$ cat src/rtl/aoc_01_parser_pkg.sv
`default_nettype none
// ============================================================================
// Module      : aoc_pkg
// Description : Shared ASCII constants, parser state encoding and character
//               helpers for the puzzle-input front ends.
// Revision    : 1.0 - initial release
// ============================================================================
package aoc_pkg;

    localparam logic [7:0] ASC_L  = 8'h4C;
    localparam logic [7:0] ASC_R  = 8'h52;
    localparam logic [7:0] ASC_LF = 8'h0A;
    localparam logic [7:0] ASC_CR = 8'h0D;
    localparam logic [7:0] ASC_0  = 8'h30;
    localparam logic [7:0] ASC_9  = 8'h39;

    typedef enum logic [1:0] {
        S_DIR  = 2'd0,
        S_NUM  = 2'd1,
        S_ERR  = 2'd2,
        S_DONE = 2'd3
    } parse_state_t;

    // True for the ASCII characters '0' through '9'.
    function automatic logic is_digit(input logic [7:0] b);
        return (b >= ASC_0) && (b <= ASC_9);
    endfunction

    // Numeric value of an ASCII digit; only meaningful when is_digit() holds.
    function automatic logic [3:0] digit_val(input logic [7:0] b);
        logic [7:0] w_off;
        w_off = b - ASC_0;
        return w_off[3:0];
    endfunction

endpackage
`default_nettype wire

$ cat src/rtl/aoc_01_parser_if.sv
`default_nettype none
// ============================================================================
// Module      : aoc_01_parser_if
// Description : Byte-stream input and record-strobe output of the day-1
//               parser. The parser takes the slave side.
// Revision    : 1.0 - initial release
// ============================================================================
interface aoc_01_parser_if #(
    parameter int DATA_W = 8
);
    logic [7:0]        in_byte;
    logic              in_valid;
    logic              in_last;
    logic              in_ready;
    logic              out_dir;
    logic [DATA_W-1:0] out_data;
    logic              out_valid;

    modport master (
        output in_byte, in_valid, in_last,
        input  in_ready, out_dir, out_data, out_valid
    );

    modport slave (
        input  in_byte, in_valid, in_last,
        output in_ready, out_dir, out_data, out_valid
    );
endinterface
`default_nettype wire

$ cat src/rtl/aoc_01_parser_dec_accum.sv
`default_nettype none
// ============================================================================
// Module      : dec_accum
// Description : Saturating decimal accumulator. Each enabled digit performs
//               acc <= min(acc*10 + digit, 2^DATA_W-1); ovf is sticky once the
//               clamp has fired. The next-state values are exported so a
//               caller can capture a result on the same edge as the digit.
// Revision    : 1.0 - initial release
// ============================================================================
module dec_accum #(
    parameter int DATA_W = 8
) (
    input  wire logic              clk,
    input  wire logic              rst,
    input  wire logic              clr,
    input  wire logic              en,
    input  wire logic [3:0]        digit,
    output logic      [DATA_W-1:0] acc,
    output logic                   ovf,
    output logic      [DATA_W-1:0] acc_nxt,
    output logic                   ovf_nxt
);
    // Four extra bits hold (2^DATA_W-1)*10 + 9 without wrapping.
    localparam int                  c_WIDE_W   = DATA_W + 4;
    localparam logic [c_WIDE_W-1:0] c_MAX_WIDE = {4'b0000, {DATA_W{1'b1}}};
    localparam logic [c_WIDE_W-1:0] c_TEN      = c_WIDE_W'(10);

    logic [DATA_W-1:0]   r_acc;
    logic                r_ovf;
    logic [c_WIDE_W-1:0] w_wide;
    logic                w_clamp;

    // Next accumulator value: clear wins, then digit update with clamp.
    always_comb begin
        w_wide  = ({4'b0000, r_acc} * c_TEN) + {{DATA_W{1'b0}}, digit};
        w_clamp = (w_wide > c_MAX_WIDE);
        acc_nxt = r_acc;
        ovf_nxt = r_ovf;
        if (clr) begin
            acc_nxt = '0;
            ovf_nxt = 1'b0;
        end else if (en) begin
            acc_nxt = w_clamp ? {DATA_W{1'b1}} : w_wide[DATA_W-1:0];
            ovf_nxt = r_ovf | w_clamp;
        end
    end

    // Accumulator and overflow registers.
    always_ff @(posedge clk or posedge rst) begin
        if (rst) begin
            r_acc <= '0;
            r_ovf <= 1'b0;
        end else begin
            r_acc <= acc_nxt;
            r_ovf <= ovf_nxt;
        end
    end

    assign acc = r_acc;
    assign ovf = r_ovf;

endmodule
`default_nettype wire

$ cat src/rtl/aoc_01_parser.sv
`default_nettype none
// ============================================================================
// Module      : aoc_01_parser
// Description : Decodes an ASCII stream of "L<n>" / "R<n>" lines into one
//               registered single-cycle (dir, magnitude) record per line,
//               counts records, malformed lines and saturated magnitudes, and
//               stops accepting bytes after the in_last byte.
// Revision    : 1.0 - initial release
// ============================================================================
module aoc_01_parser
    import aoc_pkg::*;
#(
    parameter int DATA_W = 8,
    parameter int CNT_W  = 16
) (
    input  wire logic             clk,
    input  wire logic             rst,
    aoc_01_parser_if.slave        bus,
    output logic      [CNT_W-1:0] rec_count,
    output logic      [CNT_W-1:0] err_count,
    output logic      [CNT_W-1:0] sat_count,
    output logic                  done
);
    localparam logic [CNT_W-1:0] c_CNT_MAX = {CNT_W{1'b1}};

    parse_state_t      r_state;
    parse_state_t      w_state_nxt;
    logic              r_dir;
    logic              w_dir_nxt;
    // Only "at least one digit seen" matters, so a flag stands in for a count.
    logic              r_has_digit;
    logic              w_has_digit_nxt;

    logic              w_accept;
    logic              w_emit;
    logic              w_err;
    logic              w_acc_clr;
    logic              w_acc_en;
    logic [3:0]        w_digit;
    logic [DATA_W-1:0] w_acc;
    logic [DATA_W-1:0] w_acc_nxt;
    logic              w_ovf;
    logic              w_ovf_nxt;
    logic [DATA_W-1:0] w_rec_data;
    logic              w_rec_ovf;

    logic              r_out_valid;
    logic              r_out_dir;
    logic [DATA_W-1:0] r_out_data;
    logic [CNT_W-1:0]  r_rec_count;
    logic [CNT_W-1:0]  r_err_count;
    logic [CNT_W-1:0]  r_sat_count;

    assign bus.in_ready = (r_state != S_DONE) && !rst;
    assign w_accept     = bus.in_valid && bus.in_ready;
    assign w_digit      = digit_val(bus.in_byte);

    dec_accum #(
        .DATA_W (DATA_W)
    ) u_dec_accum (
        .clk     (clk),
        .rst     (rst),
        .clr     (w_acc_clr),
        .en      (w_acc_en),
        .digit   (w_digit),
        .acc     (w_acc),
        .ovf     (w_ovf),
        .acc_nxt (w_acc_nxt),
        .ovf_nxt (w_ovf_nxt)
    );

    // A record closing on a digit byte (in_last without newline) must include
    // that digit, so take the accumulator's next value in that case.
    assign w_rec_data = w_acc_en ? w_acc_nxt : w_acc;
    assign w_rec_ovf  = w_acc_en ? w_ovf_nxt : w_ovf;

    // Next-state, accumulator control and record/error decisions per byte.
    always_comb begin
        w_state_nxt     = r_state;
        w_dir_nxt       = r_dir;
        w_has_digit_nxt = r_has_digit;
        w_acc_clr       = 1'b0;
        w_acc_en        = 1'b0;
        w_emit          = 1'b0;
        w_err           = 1'b0;
        if (w_accept) begin
            case (r_state)
                S_DIR: begin
                    if ((bus.in_byte == ASC_L) || (bus.in_byte == ASC_R)) begin
                        w_dir_nxt       = (bus.in_byte == ASC_R);
                        w_acc_clr       = 1'b1;
                        w_has_digit_nxt = 1'b0;
                        w_state_nxt     = S_NUM;
                    end else if ((bus.in_byte != ASC_LF) && (bus.in_byte != ASC_CR)) begin
                        w_err       = 1'b1;
                        w_state_nxt = S_ERR;
                    end
                end
                S_NUM: begin
                    if (is_digit(bus.in_byte)) begin
                        w_acc_en        = 1'b1;
                        w_has_digit_nxt = 1'b1;
                    end else if (bus.in_byte == ASC_LF) begin
                        w_emit      = r_has_digit;
                        w_err       = !r_has_digit;
                        w_state_nxt = S_DIR;
                    end else if (bus.in_byte != ASC_CR) begin
                        w_err       = 1'b1;
                        w_state_nxt = S_ERR;
                    end
                end
                S_ERR: begin
                    if (bus.in_byte == ASC_LF) begin
                        w_state_nxt = S_DIR;
                    end
                end
                default: begin
                    w_state_nxt = r_state;
                end
            endcase
            // End of file: close any line still open after this byte.
            if (bus.in_last) begin
                if (w_state_nxt == S_NUM) begin
                    w_emit = w_has_digit_nxt;
                    w_err  = !w_has_digit_nxt;
                end
                w_state_nxt = S_DONE;
            end
        end
    end

    // Parser state registers.
    always_ff @(posedge clk or posedge rst) begin
        if (rst) begin
            r_state     <= S_DIR;
            r_dir       <= 1'b0;
            r_has_digit <= 1'b0;
        end else begin
            r_state     <= w_state_nxt;
            r_dir       <= w_dir_nxt;
            r_has_digit <= w_has_digit_nxt;
        end
    end

    // Record output register; dir/data hold between strobes.
    always_ff @(posedge clk or posedge rst) begin
        if (rst) begin
            r_out_valid <= 1'b0;
            r_out_dir   <= 1'b0;
            r_out_data  <= '0;
        end else begin
            r_out_valid <= w_emit;
            if (w_emit) begin
                r_out_dir  <= w_dir_nxt;
                r_out_data <= w_rec_data;
            end
        end
    end

    // Saturating record, error and saturation counters.
    always_ff @(posedge clk or posedge rst) begin
        if (rst) begin
            r_rec_count <= '0;
            r_err_count <= '0;
            r_sat_count <= '0;
        end else begin
            if (w_emit && (r_rec_count != c_CNT_MAX)) begin
                r_rec_count <= r_rec_count + 1'b1;
            end
            if (w_emit && w_rec_ovf && (r_sat_count != c_CNT_MAX)) begin
                r_sat_count <= r_sat_count + 1'b1;
            end
            if (w_err && (r_err_count != c_CNT_MAX)) begin
                r_err_count <= r_err_count + 1'b1;
            end
        end
    end

    assign bus.out_valid = r_out_valid;
    assign bus.out_dir   = r_out_dir;
    assign bus.out_data  = r_out_data;
    assign rec_count     = r_rec_count;
    assign err_count     = r_err_count;
    assign sat_count     = r_sat_count;
    assign done          = (r_state == S_DONE);

endmodule
`default_nettype wire

$ cat src/flat_wrapper.sv
// flat-port wrapper written by rule: the top's interface ports become plain ports
module aoc_01_parser_flat import aoc_pkg::*;
#(
    parameter int DATA_W = 8,
    parameter int CNT_W  = 16
)
  (clk, rst, rec_count, err_count, sat_count, done, bus_in_byte, bus_in_valid, bus_in_last, bus_in_ready, bus_out_dir, bus_out_data, bus_out_valid);
  aoc_01_parser_if #(.DATA_W(DATA_W)) bus_i ();
  input  wire logic clk;
  input  wire logic rst;
  output logic      [CNT_W-1:0] rec_count;
  output logic      [CNT_W-1:0] err_count;
  output logic      [CNT_W-1:0] sat_count;
  output logic done;
  input wire logic [$bits(bus_i.in_byte)-1:0] bus_in_byte;
  input wire logic [$bits(bus_i.in_valid)-1:0] bus_in_valid;
  input wire logic [$bits(bus_i.in_last)-1:0] bus_in_last;
  output wire logic [$bits(bus_i.in_ready)-1:0] bus_in_ready;
  output wire logic [$bits(bus_i.out_dir)-1:0] bus_out_dir;
  output wire logic [$bits(bus_i.out_data)-1:0] bus_out_data;
  output wire logic [$bits(bus_i.out_valid)-1:0] bus_out_valid;
  assign bus_i.in_byte = bus_in_byte;
  assign bus_i.in_valid = bus_in_valid;
  assign bus_i.in_last = bus_in_last;
  assign bus_in_ready = bus_i.in_ready;
  assign bus_out_dir = bus_i.out_dir;
  assign bus_out_data = bus_i.out_data;
  assign bus_out_valid = bus_i.out_valid;
  aoc_01_parser #(.DATA_W(DATA_W), .CNT_W(CNT_W)) u_core (.clk(clk), .rst(rst), .bus(bus_i), .rec_count(rec_count), .err_count(err_count), .sat_count(sat_count), .done(done));
endmodule
$ cat config.mk
export PLATFORM = sky130hd
export DESIGN_NAME = aoc_01_parser_flat
export DESIGN_NICKNAME = d
export VERILOG_FILES = /design/src/rtl/aoc_01_parser_pkg.sv /design/src/rtl/aoc_01_parser_if.sv /design/src/rtl/aoc_01_parser_dec_accum.sv /design/src/rtl/aoc_01_parser.sv /design/src/flat_wrapper.sv
export SDC_FILE = /design/constraint.sdc
export NUM_CORES = 1
export LEC_CHECK = 0
export ABC_AREA = 1
export BUFFER_PORTS_ARGS = -buffer_cell sky130_fd_sc_hd__buf_4
export CAP_MARGIN = 20
export CORE_ASPECT_RATIO = 0.5
export CORE_UTILIZATION = 52
export CTS_CLUSTER_DIAMETER = 100
export DETAILED_ROUTE_END_ITERATION = 10
export PLACE_DENSITY = 0.78
export SYNTH_ARGS = -nofsm -noshare
export SYNTH_HDL_FRONTEND = slang
export SYNTH_SLANG_ARGS = --single-unit
$ cat constraint.sdc
create_clock -name clk -period 2.53 [get_ports clk]
set_input_delay 0.3795 -clock clk [delete_from_list [all_inputs] [get_ports clk]]
set_output_delay 0.3795 -clock clk [all_outputs]
set_load 0.01 [all_outputs]
; ---- Word-level counts from Yosys, hierarchy flattened
; Cells that the tools add are included.
[totals]
out_inout_bits = 60
mem_bits_rw = 0
inputBits = 12
n_memories = 0
latch_bits = 0
reg_bits = 71
romBits = 0
elab_cells = 91
[op_classes]
mux = 44
div = 0
n_eq_ne = 13
multipliers = 1
n_bitwise = 1
shifts = 0
order_cmp = 3
addsub = 5
n_reduce_logical = 13
[op_table]
columns = operator, n
row1 = 16-bit by 1-bit adder with 16-bit output (second input constant), 3
row2 = 16-bit != test (second input constant), 3
row3 = 8-bit two-way mux, 4
row4 = 1-bit two-way mux, 29
row5 = 8-bit by 7-bit == test with 1-bit output (second input constant), 2
row6 = 2-bit two-way mux, 8
row7 = 8-bit by 4-bit != test with 1-bit output (second input constant), 2
row8 = 12-bit by 4-bit adder with 12-bit output, 1
row9 = 12-bit by 8-bit greater-than comparator with 1-bit output (second input constant), 1
row10 = 8-bit by 3-bit multiplier with 11-bit output (second input constant), 1
row11 = 8-bit by 4-bit == test with 1-bit output (second input constant), 1
row12 = 8-bit by 6-bit >= comparator with 1-bit output (second input constant), 1
row13 = 8-bit by 6-bit <= comparator with 1-bit output (second input constant), 1
row14 = 1-bit logical AND, 8
row15 = 2-bit case mux with 3 select lines, 1
row16 = 2-bit by 1-bit == test with 1-bit output (second input constant), 2
row17 = 2-bit == test (second input constant), 2
row18 = 1-bit case mux with 2 select lines, 2
row19 = 4-bit by 1-bit subtractor with 4-bit output (second input constant), 1
row20 = 1-bit zero test, 3
row21 = 2-bit zero test, 1
row22 = 2-bit != test (second input constant), 1
row23 = 1-bit logical OR, 1
row24 = 1-bit bitwise OR, 1

; ---- Longest topological paths before layout
[logic_depth]
ltp_word = 12
depth_mapped = 18
depth_no_buf = 17

; ---- Modules after synthesis
; A second synthesis with hierarchy kept.
[unflattened]
cells_unflattened = 624
area_unflattened_um2 = 4675.7
[by_module_without_submodules]
columns = module, area_each_um2, cells_each, seq_area_each_um2, n_inst
row1 = aoc_01_parser, 3824.9, 511, 1551.5, 1
row2 = dec_accum, 850.8, 113, 225.2, 1

; ---- Worst setup path after synthesis
; Ideal clock, no wire load.
[synth_path]
path_type = register to register
startpoint = register u_core.u_dec_accum.r_acc[1] (netlist: u_core.u_dec_accum.acc[1])
endpoint = register u_core.r_sat_count[3] (netlist: u_core.sat_count[3])
setup_ps = 117
t_required_ps = 2413
arrival_ps = 2562
path_stages_with_launch = 18
setup_slack_ps = -149
n_path_buf = 1
path_cell_list = dfrtp_1 > ha_1 > ha_1 > fa_1 > nand2_1 > inv_1 > nand2_1 > nor2_1 > nand3_1 > nand2_1 > nand4_1 > nand2_4 > nand2_4 > inv_2 > nor2_2 > buf_4 > nand3_1 > nand2_1
[synth_via]
elab_chain_cells = 9
[synth_rtl]
columns = item, line_no
row1 = from (decl), aoc_01_parser_dec_accum.sv:28  ; logic [DATA_W-1:0] r_acc;
row2 = from (signal assigned), aoc_01_parser_dec_accum.sv:54  ; r_acc <= acc_nxt;
row3 = 8-bit by 3-bit multiplier with 11-bit output, aoc_01_parser_dec_accum.sv:35  ; w_wide = ({4'b0000, r_acc} * c_TEN) + {{DATA_W{1'b0}}, digit};
row4 = 12-bit by 4-bit adder with 12-bit output, aoc_01_parser_dec_accum.sv:35
row5 = 12-bit by 8-bit greater-than comparator with 1-bit output, aoc_01_parser_dec_accum.sv:36  ; w_clamp = (w_wide > c_MAX_WIDE);
row6 = 1-bit bitwise OR, aoc_01_parser_dec_accum.sv:44  ; ovf_nxt = r_ovf | w_clamp;
row7 = 1-bit two-way mux, aoc_01_parser_dec_accum.sv:42  ; end else if (en) begin
row8 = 1-bit two-way mux, aoc_01_parser_dec_accum.sv:39  ; if (clr) begin
row9 = 1-bit two-way mux, aoc_01_parser.sv:75  ; assign w_rec_ovf = w_acc_en ? w_ovf_nxt : w_ovf;
row10 = 1-bit logical AND (2 in series), aoc_01_parser.sv:170  ; if (w_emit && w_rec_ovf && (r_sat_count != c_CNT_MAX)) begin
row11 = to (signal assigned), aoc_01_parser.sv:171  ; r_sat_count <= r_sat_count + 1'b1;
row12 = to (decl), aoc_01_parser.sv:52  ; logic [CNT_W-1:0] r_sat_count;
; No other way between the ends.
; A chain may end at the register's enable or synchronous reset.

; ---- Worst setup path after layout
[layout_path]
startpoint = register u_core.u_dec_accum.r_acc[1] (netlist: u_core.u_dec_accum.acc[1])
endpoint = register u_core.u_dec_accum.r_acc[4] (netlist: u_core.u_dec_accum.acc[4])
[layout_via]
elab_chain_cells = 6
[layout_rtl]
columns = item, line_no
row1 = 8-bit by 3-bit multiplier with 11-bit output *, aoc_01_parser_dec_accum.sv:35
row2 = 12-bit by 4-bit adder with 12-bit output *, aoc_01_parser_dec_accum.sv:35
row3 = 12-bit by 8-bit greater-than comparator with 1-bit output, aoc_01_parser_dec_accum.sv:36
row4 = 8-bit two-way mux *, aoc_01_parser_dec_accum.sv:43  ; acc_nxt = w_clamp ? {DATA_W{1'b1}} : w_wide[DATA_W-1:0];
row5 = 8-bit two-way mux *, aoc_01_parser_dec_accum.sv:42
row6 = 8-bit two-way mux *, aoc_01_parser_dec_accum.sv:39
row7 = named net u_core.u_dec_accum.acc_nxt[4], aoc_01_parser_dec_accum.sv:20  ; output logic [DATA_W-1:0] acc_nxt,
; Mark *: on every way through the listed nets, which the timed path passes. The rest lies on a longest branch.

==> summary.txt <==
Global-route wire length before repair - 20000 um
Setup crit end kind - register
Crit path buffers/inverters - 2
Row Count - 24
Clock Latency Late Sink - 0.33 ns
Pin count of the biggest net entering global routing - 32
Post-route ant nets - 0
Crit-path max FO - 5
Worst Setup Path Type - register to register
Total net switching power - 638 uW
Area of the multi-input gates - 2700 um2
Die area - 9440 um2
Sequential share of power - 0.431
Slew headroom - 0.611
Most frequent cell on the critical path - nand2_2
Die extent in y - 69.2 um
Setup-failing EPs final - 33
Nets - 784
Number of global-route vias before repair - 4259
DP HPWL - 8560 um
Core ar. - 8740 um2
Post-synthesis sequential area ratio - 0.378
DRT Pass-1 Iters - 7
Register area - 1780 um2
Crit-path cells - ha_1, ha_2, fa_2, nand2_1, inv_1, nand2_2, nor2_4, nand3_2, nand2_2, nand4_1, nand2_4, buf_6, o211ai_1, and2_1
Slew Limit Fails - 0
Synthesized instance count - 648
PwrDens - 459 nW/um2
Max stage delay on crit path - 0.53 ns
FMAX - 353 MHz
Die Span X - 136 um
Net Sw Frac - 0.229
Synthesis-stage register bit count - 71
Most common cell after layout, fill and taps aside - nand2_1
DRC - 0
CTS tree - yes
Failing checks - setup timing
Final Wtd Congestion - 0.915
GRT Util Overall - 0.267
Filler Cells Inserted - 711
Ports - 72
Detailed-route via count - 4557
Layout area overhead - 28.9%
Clock buffer depth - 2
ANT cells - 0
Max-cap violations - 0
RSZ-0062 raised after global routing - true
Slowest cell on the critical path - fa_2
Final Hold Viols - 0
Fin Setup TNS - -7.18 ns
WL/cell - 13.7 um
Inserted Clock Buffers - 9
WP data required - 2.75 ns
Power Total - 2780 uW
Leakage - 0.00308 uW
Syn nets - 680
Remaining Overflow, GRT - 0
IO Port Bufs - 71
Via density per instance - 5.22
Clock power share - 0.483
Crit path time final - 2.83 ns
Logic gate share of total power - 0.086
Initial Utilization - 0.537
Starting DRT DRC Count - 331
Max rail drop VDD - 0.000336 V
Worst min path class - input pin to async pin
Initial antenna violation count - 0
Crit start category - register
Clock slew at reported path FFs - 0.06 ns
Outcome - finished, violations left
Root Buffer - clkbuf_16
Detailed Route WL - 11900 um
Syn Area/Cell - 7.25 um2
Yosys cell types - 39
Fin worst setup slack - -0.303 ns
Commonest non-fill, non-tap cells in the layout - nand2_1 (196), buf_4 (98), inv_1 (73), dfrtp_1 (71), nand3_1 (56)
CTS Hold Bufs - 0
Mapped cell area - 4700 um2
H-tree Lvls - 3
Fin crit share - 1.12
Clk_skew - 0.00900 ns
CP top delay family - adder cells
Slew @ Worst Pin - 0.578 ns
Crit path arrival time - 3.05 ns
Share of cells above drive strength 1 - 0.220
Syn. warnings - 0
Pint - 2140 uW
Sink Count - 71
[synth_stat cells, drive strengths merged]
cell	instances	area [um2]
o22ai	1	6.26
buf	11	68.8
inv	81	307
dfrtp	71	1780
xnor2	16	140
nor2	61	249
nor3	14	70.1
fa	2	40.0
nor4	5	31.3
o211ai	1	7.51
nand3b	1	7.51
nand3	62	328
nand2	208	803
a21oi	11	66.3
a22oi	1	7.51
clkinv	1	3.75
xor2	26	228
nand4	16	106
a31oi	4	25.0
o221ai	1	8.76
or2	2	12.5
nor3b	1	7.51
and2	1	6.26
ha	18	225
o21ai	31	155
a41oi	1	8.76
[worst reg2reg max path: stages, from the launching register on]
cell and delay [ns]:
dfrtp_1 0.39, ha_1 0.30, ha_2 0.19, fa_2 0.53, nand2_1 0.05, inv_1 0.08
nand2_2 0.09, nor2_4 0.12, nand3_2 0.10, nand2_2 0.08, nand4_1 0.17, nand2_4 0.15
buf_6 0.15, o211ai_1 0.15, and2_1 0.17
[flip-flops by register name (all words and copies together) (netlist names)]
name	flops
u_core.bus.out_data	8
u_core.bus.out_dir	1
u_core.bus.out_valid	1
u_core.err_count	16
u_core.r_dir	1
u_core.r_has_digit	1
u_core.r_state	2
u_core.rec_count	16
u_core.sat_count	16
u_core.u_dec_accum.acc	8
u_core.u_dec_accum.ovf	1
[cells by family (layout without fill, tap and decap cells)]
logic type,Yosys count,in the layout,synth area share
compound gates,51,51,0.0608
simple gates,371,373,0.345
flops,71,71,0.378
xor+xnor,42,42,0.0783
fa+ha+maj,20,20,0.0565
buf+inv,93,199,0.0807
[per-layer routing]
metal,wire [um],GRT usage,vias up
met3,569,0.0490,24
met1,5520,0.362,2112
met5,0,0,-
li1,-,-,2293
met4,214,0.0790,0
met2,5640,0.434,128
[worst paths after layout]
kind	depth (start not counted)	slack [ns]	to	from
worst max-delay path	14	-0.30	u_core.u_dec_accum.acc[4]$_DFF_PP0_	u_core.u_dec_accum.acc[1]$_DFF_PP0_
worst min-delay path	2	0.07	u_core.rec_count[13]$_DFFE_PP0P_	rst
worst max register to register	14	-0.30	u_core.u_dec_accum.acc[4]$_DFF_PP0_	u_core.u_dec_accum.acc[1]$_DFF_PP0_
worst min register to register	2	0.49	u_core.bus.out_data[4]$_DFFE_PP0P_	u_core.bus.out_data[4]$_DFFE_PP0P_
max in group asynchronous	3	1.76	u_core.sat_count[8]$_DFFE_PP0P_	rst
min in group clk	3	0.43	u_core.r_state[1]$_DFFE_PP0P_	bus_in_last
[cell type report]
type,count,area share
Sequential cell,71,0.294
Tap cell,117,0.0242
Clock buffer,11,0.0401
Clock inverter,4,0.0116
Inverter,82,0.0525
Multi-Input combinational cell,486,0.446
Timing Repair Buffer,102,0.132
[repair_timing]
item                                   CTS  global route
gates cloned                             2             0
endpoints found under the hold margin    0             0
gates resized for setup                 14            25
pin swaps                               13             7
setup buffers                            7             4
setup endpoints to repair               31            33
[per-stage QoR]
step	instance area (um2)	hold WS [ns]	util	cells	setup slack [ns]
after CTS	5940	0.0709	0.680	869	-0.0990
after detailed placement	5460	0.420	0.625	845	-0.306
after floorplan	4710	0.483	-	648	-0.0858
final	6050	0.0681	0.692	873	-0.303
after global placement	5460	0.415	0.625	845	-0.213
after global routing	6050	0.102	0.692	873	-0.347
[power by group through the flow]
stage	sequential, uW	clock [uW]	combinational [uW]
2_1_floorplan	1220	0	128
3_3_place_gp	1220	0	225
3_5_place_dp	1220	0	231
4_1_cts	1200	1360	236
5_1_grt	1200	1400	267
6_report	1200	1340	238
Note: power is estimated with default switching activity, not from simulation.
